File: config.mk
export PLATFORM = sky130hd
export DESIGN_NAME = pipeline_hazard_ctrl
export DESIGN_NICKNAME = d
export VERILOG_FILES = /design/src/rtl/pipeline_hazard_ctrl.sv
export SDC_FILE = /design/constraint.sdc
export NUM_CORES = 1
export LEC_CHECK = 0
export ABC_CLOCK_PERIOD_IN_PS = 2850
export CAP_MARGIN = 0
export CORE_UTILIZATION = 22
export DETAILED_ROUTE_END_ITERATION = 6
export PLACE_DENSITY = 0.83
export SYNTH_ARGS = -nofsm -noshare
export SYNTH_HDL_FRONTEND = slang
export SYNTH_SLANG_ARGS = --single-unit
File: constraint.sdc
create_clock -name clk -period 2.85 [get_ports clk]
set_input_delay 0.855 -clock clk [delete_from_list [all_inputs] [get_ports clk]]
set_output_delay 0.855 -clock clk [all_outputs]
set_load 0.01 [all_outputs]
File: src/rtl/pipeline_hazard_ctrl.sv
// Central stall/flush generator for the 5-stage core: drives every inter-stage
// register's stall/flush pair plus PC hold/redirect from a priority of hazard causes.
module pipeline_hazard_ctrl #(
  parameter int unsigned MULDIV_LAT = 4,
  parameter int unsigned PC_W       = 64
) (
  input  logic            clk,
  input  logic            reset,
  input  logic [4:0]      id_rs1,
  input  logic [4:0]      id_rs2,
  input  logic            id_use_rs1,
  input  logic            id_use_rs2,
  input  logic            ex_valid,
  input  logic            ex_mem_read,
  input  logic [4:0]      ex_rd,
  input  logic            ex_is_muldiv,
  input  logic            ex_redirect,
  input  logic [PC_W-1:0] ex_redirect_pc,
  input  logic            imem_busy,
  input  logic            dmem_busy,
  output logic            pc_stall,
  output logic            redirect_valid,
  output logic [PC_W-1:0] redirect_pc,
  output logic            stallF,
  output logic            flushF,
  output logic            stallD,
  output logic            flushD,
  output logic            stallE,
  output logic            flushE,
  output logic            stallM,
  output logic            flushM,
  output logic            muldiv_done
);

  localparam int unsigned CNT_W   = 4;
  localparam logic [CNT_W-1:0] MC_LAST = CNT_W'(MULDIV_LAT - 1);

  typedef enum logic {IDLE, DROP} fsmState_t;

  fsmState_t        fsm, fsmNext;
  logic [CNT_W-1:0] mcCnt, mcCntNext;
  logic             mulInEx, mcBusy, redirectHit, loadUse;

  assign mulInEx     = ex_valid & ex_is_muldiv;
  assign mcBusy      = mulInEx & (mcCnt != MC_LAST);
  assign redirectHit = ex_redirect & ex_valid;
  assign loadUse     = ex_valid & ex_mem_read & (ex_rd != 5'd0) &
                       ((id_use_rs1 & (id_rs1 == ex_rd)) | (id_use_rs2 & (id_rs2 == ex_rd)));
  assign redirect_pc = ex_redirect_pc;

  // State register
  always_ff @(posedge clk) begin
    if (reset) begin
      fsm   <= IDLE;
      mcCnt <= '0;
    end else begin
      fsm   <= fsmNext;
      mcCnt <= mcCntNext;
    end
  end

  // Hazard priority: dmem wait > mul/div occupancy > redirect > load-use > fetch wait/drop
  always_comb begin
    fsmNext        = fsm;
    pc_stall       = 1'b0;
    redirect_valid = 1'b0;
    stallF         = 1'b0;
    flushF         = 1'b0;
    stallD         = 1'b0;
    flushD         = 1'b0;
    stallE         = 1'b0;
    flushE         = 1'b0;
    stallM         = 1'b0;
    flushM         = 1'b0;
    muldiv_done    = 1'b0;
    if (reset) begin
      flushF = 1'b1;
      flushD = 1'b1;
      flushE = 1'b1;
      flushM = 1'b1;
    end else begin
      muldiv_done = mulInEx & (mcCnt == MC_LAST);
      if (dmem_busy) begin
        stallF   = 1'b1;
        stallD   = 1'b1;
        stallE   = 1'b1;
        flushM   = 1'b1;
        pc_stall = 1'b1;
      end else if (mcBusy) begin
        stallF   = 1'b1;
        stallD   = 1'b1;
        flushE   = 1'b1;
        pc_stall = 1'b1;
      end else if (redirectHit) begin
        redirect_valid = 1'b1;
        flushF         = 1'b1;
        flushD         = 1'b1;
        // A fetch still in flight belongs to the wrong path and must be dropped on return
        fsmNext        = imem_busy ? DROP : IDLE;
      end else if (loadUse) begin
        stallF   = 1'b1;
        flushD   = 1'b1;
        pc_stall = 1'b1;
      end else if (imem_busy || (fsm == DROP)) begin
        flushF   = 1'b1;
        pc_stall = imem_busy;
        if (!imem_busy) fsmNext = IDLE;
      end
    end
  end

  // Occupancy counter restarts whenever id_ex loads a new instruction
  always_comb begin
    mcCntNext = mcCnt;
    if (!stallD || flushD) mcCntNext = '0;
    else if (mulInEx && (mcCnt != MC_LAST)) mcCntNext = mcCnt + CNT_W'(1);
  end

endmodule

==> reports/qor.txt, run 1 <==
==================================================================================
Die outline height                                                         69.8 um
Starting Density                                                             0.231
Instance area after placement                                            1060 um^2
Filler Cells Inserted                                                          485
Async set or reset register ratio after synthesis                                0
Crit path max fanout                                                             3
Net count of the mapped netlist                                                220
Number of sinks handled by clock tree synthesis                                  5
Worst EP required                                                          2000 ps
Number of hold buffers added after CTS                                           0
Worst-case register-to-register setup slack                                1170 ps
Outcome                                                               finished with violations
Wire length of the first global-routing pass                               3850 um
Setup Total Neg Slack                                                      -334 ps
Summed area of non-filler cells in the final layout                      1150 um^2
Die ar.                                                                  4870 um^2
Wire per inst                                                              13.5 um
Class of the tightest hold or removal check                           flip-flop to flip-flop
Static leakage power                                                   0.000511 uW
CTS clock-pin slew for the worst setup and hold paths                        40 ps
Place WS                                                                   -986 ps
Average cell area after synthesis                                        7.78 um^2
Worst reg-to-reg path cell count                                                 6
Syn Inst Count                                                                 130
Unrepaired setup endpoints after global routing                                yes
Setup crit start                                                          ex_rd[4]
Number of enable flip-flop cells after synthesis                                 0
Startpoint class of the critical path                                 primary input
Number of synthesized register bits                                              5
Endpoint of the most critical register-to-register path                        fsm
Fin. Hold Viols                                                                  0
Post-route worst setup slack                                               -135 ps
Top area cells in the synthesized netlist                             buf_4 48%, dfxtp_1 9.9%, xor2_1 8.7%, xnor2_1 2.6%, nor2_1 2.2%
Number of nets with antenna violations after routing                             0
Std cell rows                                                                   24
Violated checks                                                       setup timing
Proportion of synthesized chip area in sequential cells                     0.0990
Routed via count divided by cell count                                        4.16
CTS H-Tree Depth                                                                 1
Largest net degree at the start of global routing                                5
Clock tree from TritonCTS                                                      yes
Layout net count                                                               215
Syn Std Cell Area                                                        1010 um^2
Remaining global-route overflow                                                  0
Vias in the first global route                                                 782
Peak supply drop                                                          0.143 mV
Area growth from synthesis to layout                                         13.4%
Largest area contributor in the netlist                                      buf_4
Min Clock Period, post-route                                               2980 ps
Count of different cell masters after synthesis                                 35
Startpoint of the worst register-to-register path                         mcCnt[0]
Number of violations of the max-capacitance limit                                0
Count of warnings emitted by yosys                                               0
Final wirelength                                                           2370 um
Final design utilization                                                     0.261
Port buffer count                                                               34
Area share of the leading cell type in the synthesized netlist               0.483
Capturing element of the worst setup path                                   flushF
Root Buffer Master                                                        clkbuf_8
Length of the first detailed-routing pass in iterations                          4
Buffer levels on the longest clock path                                          2
Vias post-DR                                                                   733
Worst Path Class, Setup                                               primary input to output pin
Remaining DRCs                                                                   0
Global placement routability congestion                                      0.739
Share of final-layout standard cells stronger than drive strength 1          0.468
Highest attainable clock frequency                                       0.335 GHz
Worst-skew pair later-pin latency                                           220 ps
Synth Flop Type                                                            dfxtp_1
Floorplan core area                                                      4380 um^2
Number of endpoints failing setup at the final stage                             4
Die W                                                                      69.8 um
First-iteration detailed-routing DRC count                                       9
Fin. max-slew vios                                                               0
Global-route usage over all layers                                           0.101
Final worst path period share                                                 1.05
Category of the worst setup path capture point                          output pin
Final Skew                                                                 1.62 ps
Data arrival time of the worst path                                        2130 ps
Number of diodes added for antenna fixing                                        0
CTS buffer count                                                                 3
HPWL after DPL                                                             1890 um
Io pins                                                                        164
Initial antenna violation count                                                  0
Pwr Density                                                            292 nW/um^2
==================================================================================
## logic make-up after synthesis
kind of cell             synth area share
flip-flops                         0.0990
AO/OA/AOI/OAI                       0.111
AND/OR/NAND/NOR                     0.135
buffers and inverters               0.516
other                             0.00371
adder cells (fa/ha/maj)            0.0124
XOR/XNOR                            0.113
multiplexers                      0.00990
## worst min path at each step
stage	start	to	slack, ps	cells past startpoint
2_1_floorplan	fsm	fsm	460	2
3_3_place_gp	mcCnt[3]	mcCnt[3]	490	2
3_5_place_dp	fsm	fsm	510	2
4_1_cts	fsm	fsm	510	2
5_1_grt	fsm	fsm	560	2
6_report	fsm	fsm	510	2
## what timing repair did
| item | CTS | global route |
|---|---|---|
| buffers inserted | 4 | 0 |
| gates resized for setup | 85 | 15 |
| endpoints found under the setup margin | 10 | 7 |
| pin swaps | 18 | 6 |
| cloned | 0 | 0 |
## metal layers
layer  track usage  part of all wire  vias to the layer above
met2         0.173              0.50                       53
met4        0.0489             0.016                        0
met3        0.0683              0.13                       12
met5             0                 0                        -
met1        0.0915              0.36                      326
li1              -                 -                      342
## where the power goes
part | switching, uW | internal [uW] | total (uW)
Sequential | 0.987 | 71.9 | 72.9
Combinational | 55.8 | 73.1 | 129
Clock | 36.5 | 96.2 | 133
Total | 93.2 | 241 | 334
## critical path, stage by stage
cell and delay, ps:
buf_8 110, xor2_4 180, nor4_4 300, a32oi_2 180, buf_4 160, o211a_1 220, buf_2 130
## layout make-up
type / instances / area (um^2) / share of cell area
timing repair buffer: 58 / 462 / 0.403
tap: 52 / 65.1 / 0.0568
sequential: 5 / 100 / 0.0873
multi-input combinational: 54 / 460 / 0.402
inverter: 3 / 13.8 / 0.0120
clock buffer: 4 / 45.0 / 0.0393
## synth_stat cells (2+ instances only)
| cell type | count |
|---|---|
| a21oi_1 | 2 |
| and2_1 | 2 |
| buf_4 | 65 |
| dfxtp_1 | 5 |
| inv_1 | 2 |
| nand2_1 | 5 |
| nand3_1 | 2 |
| nor2_1 | 6 |
| nor4_1 | 2 |
| o21ai_0 | 3 |
| xnor2_1 | 3 |
| xor2_1 | 10 |
## through the flow
step,hold slack [ps],total power (uW),cells
6_report,510,334,176
5_1_grt,556,356,176
4_1_cts,511,333,176
3_5_place_dp,511,200,168
3_3_place_gp,492,198,168
2_1_floorplan,460,212,130
## cells in the final DEF (no fill, tap or decap), types with 2 or more instances in the layout
cell | netlist | layout
dlygate4sd2_1 | 0 | 6
nand3_1 | 2 | 2
xnor2_1 | 3 | 3
nor2_1 | 6 | 6
clkdlybuf4s15_1 | 0 | 5
and2_1 | 2 | 2
clkbuf_8 | 0 | 3
buf_2 | 1 | 9
clkbuf_2 | 0 | 3
buf_6 | 1 | 3
buf_4 | 65 | 24
nand2_1 | 5 | 4
xor2_1 | 10 | 9
clkdlybuf4s50_1 | 0 | 7
dfxtp_1 | 5 | 5
o21ai_2 | 0 | 2
## flip-flops by register name, indices dropped and copies added, names as in the netlist
name / cells
fsm: 1
mcCnt: 4
Note: power is estimated with default switching activity, not from simulation.
==> run 2, diff against run 1 <==
- CAP_MARGIN: 0 -> unset
- CORE_ASPECT_RATIO: unset -> 0.8
==> run 2 against run 1 <==
The run still ends with setup timing left. Via count up 0.68%. Die area about the same. Hold slack worse by 12 ps. Utilization up 0.68 points. Cell count unchanged. Non-clock buffer count down 5. Register-to-register slack worse by 20 ps. First-iteration DRC count up 78%. Critical path type unchanged. Largest cell class is now multi-input gates. Largest power group is now combinational cells.
==> reports/qor.txt, run 2 (synthesized netlist as in run 1, its figures left out) <==
==================================================================================
Layout net count                                                               210
Peak supply drop                                                          0.147 mV
Violated checks                                                       setup timing
Number of diodes added for antenna fixing                                        0
Buffer levels on the longest clock path                                          2
Starting Density                                                             0.236
Pwr Density                                                            291 nW/um^2
Worst-case register-to-register setup slack                                1150 ps
Combinational group share of total power                                     0.391
Top library cells by usage in the layout, fill and taps aside         19 x buf_4, 8 x xor2_1, 8 x buf_2, 7 x clkdlybuf4s50_1
Share of power burned in the clock network                                   0.390
Vias in the first global route                                                 796
Highest attainable clock frequency                                       0.339 GHz
Std cell rows                                                                   21
Worst EP required                                                          2000 ps
Max reg flops                                                                    4
Initial antenna violation count                                                  0
HPWL after DPL                                                             1830 um
Largest net degree at the start of global routing                                5
Crit path max fanout                                                             4
CTS clock-pin slew for the worst setup and hold paths                        40 ps
Largest registers                                                     mcCnt: 4 flops, fsm: 1 flops
Io pins                                                                        164
Non-filler cells in the finished layout                                        176
Die ar.                                                                  4870 um^2
Hold Path Sink                                                            mcCnt[3]
Vias post-DR                                                                   738
Worst Path Class, Setup                                               primary input to output pin
Data arrival time of the worst path                                        2100 ps
Root Buffer Master                                                        clkbuf_8
Wire length of the first global-routing pass                               3580 um
Internal power                                                              241 uW
Number of hold buffers added after CTS                                           0
Number of violations of the max-capacitance limit                                0
NetSw                                                                      92.9 uW
Share of total power consumed by net switching                               0.278
CTS buffer count                                                                 3
Outcome                                                               finished with violations
Class of the tightest hold or removal check                           flip-flop to flip-flop
Number of endpoints failing setup at the final stage                             3
First-iteration detailed-routing DRC count                                      16
Length of the first detailed-routing pass in iterations                          4
Remaining DRCs                                                                   0
Global-route usage over all layers                                          0.0949
Global placement routability congestion                                      0.740
Most common cell after layout, fill and taps aside                           buf_4
Worst reg-to-reg path cell count                                                 6
Fin. Hold Viols                                                                  0
Fin. max-slew vios                                                               0
Clock tree from TritonCTS                                                      yes
CTS H-Tree Depth                                                                 1
Die outline height                                                         62.6 um
Startpoint of the worst register-to-register path                         mcCnt[0]
Final wirelength                                                           2170 um
Final worst path period share                                                 1.04
Category of the worst setup path capture point                          output pin
Cell count after placement                                                     168
Port buffer count                                                               34
Largest register by flop count                                               mcCnt
Summed area of non-filler cells in the final layout                      1150 um^2
Final Skew                                                                 1.33 ps
Unrepaired setup endpoints after global routing                                yes
Area growth from synthesis to layout                                         13.6%
Min Clock Period, post-route                                               2950 ps
Worst hold path startpoint                                                mcCnt[3]
Post-route worst setup slack                                               -101 ps
Static leakage power                                                   0.000500 uW
Routed via count divided by cell count                                        4.19
Die W                                                                      77.8 um
Startpoint class of the critical path                                 primary input
Remaining global-route overflow                                                  0
Number of nets with antenna violations after routing                             0
Number of sinks handled by clock tree synthesis                                  5
Floorplan core area                                                      4280 um^2
Share of final-layout standard cells stronger than drive strength 1          0.479
Wire per inst                                                              12.3 um
Instance area after placement                                            1030 um^2
Endpoint of the most critical register-to-register path                        fsm
Worst-skew pair later-pin latency                                           220 ps
Hold path depth                                                                  2
Sequential share of power                                                    0.218
==================================================================================
[run 2: timing repair]
action	CTS	global route
gates resized for setup	104	7
hold endpoints to repair	0	0
buffers inserted	3	1
pin swaps	20	3
endpoints found under the setup margin	10	10
[run 2: how the worst max path moves through the flow]
stage,from,endpoint,depth (start not counted)
global placement,ex_rd[4],pc_stall,6
floorplan,ex_rd[0],flushF,4
CTS,id_rs2[3],pc_stall,7
detailed placement,ex_rd[4],pc_stall,6
global route,id_rs2[3],pc_stall,7
finish,id_rs2[3],flushD,8
[run 2: metrics by stage]
step           power [uW]  setup TNS [ps]   util  hold WS (ps)  worst slack, ps
3_3_place_gp          194           -5780  0.240           491             -856
5_1_grt               358            -540  0.268           524             -189
6_report              334            -238  0.268           498             -101
3_5_place_dp          196           -5980  0.240           495             -897
2_1_floorplan         212               0      -           460              207
4_1_cts               337            -380  0.269           507             -100
[run 2: layer usage]
layer,track usage,vias to the layer above,wire [um]
li1,-,336,-
met2,0.149,58,995
met5,0,-,0
met1,0.101,336,895
met3,0.0584,8,235
met4,0.0401,0,38
[run 2: power groups by stage]
stage / combinational [uW] / sequential, uW / clock [uW]
global route: 142 / 73.0 / 143
finish: 131 / 72.9 / 130
detailed placement: 122 / 73.9 / 0
floorplan: 139 / 73.9 / 0
global placement: 120 / 73.8 / 0
CTS: 131 / 72.9 / 134
[run 2: area by class of cell]
cell class	instances	area (um^2)
well taps	57	71.3
flip-flops and latches	5	100
multi-input cells	54	485
clock buffers	4	45.0
repair buffers	53	433
fillers	483	3130
inverters	3	13.8
[run 2: worst max-delay path: stages]
cell	delay, ps
buf_6	90
xor2_1	150
nor4_2	310
a32oi_2	160
buf_4	170
buf_4	130
o22ai_4	110
buf_6	120
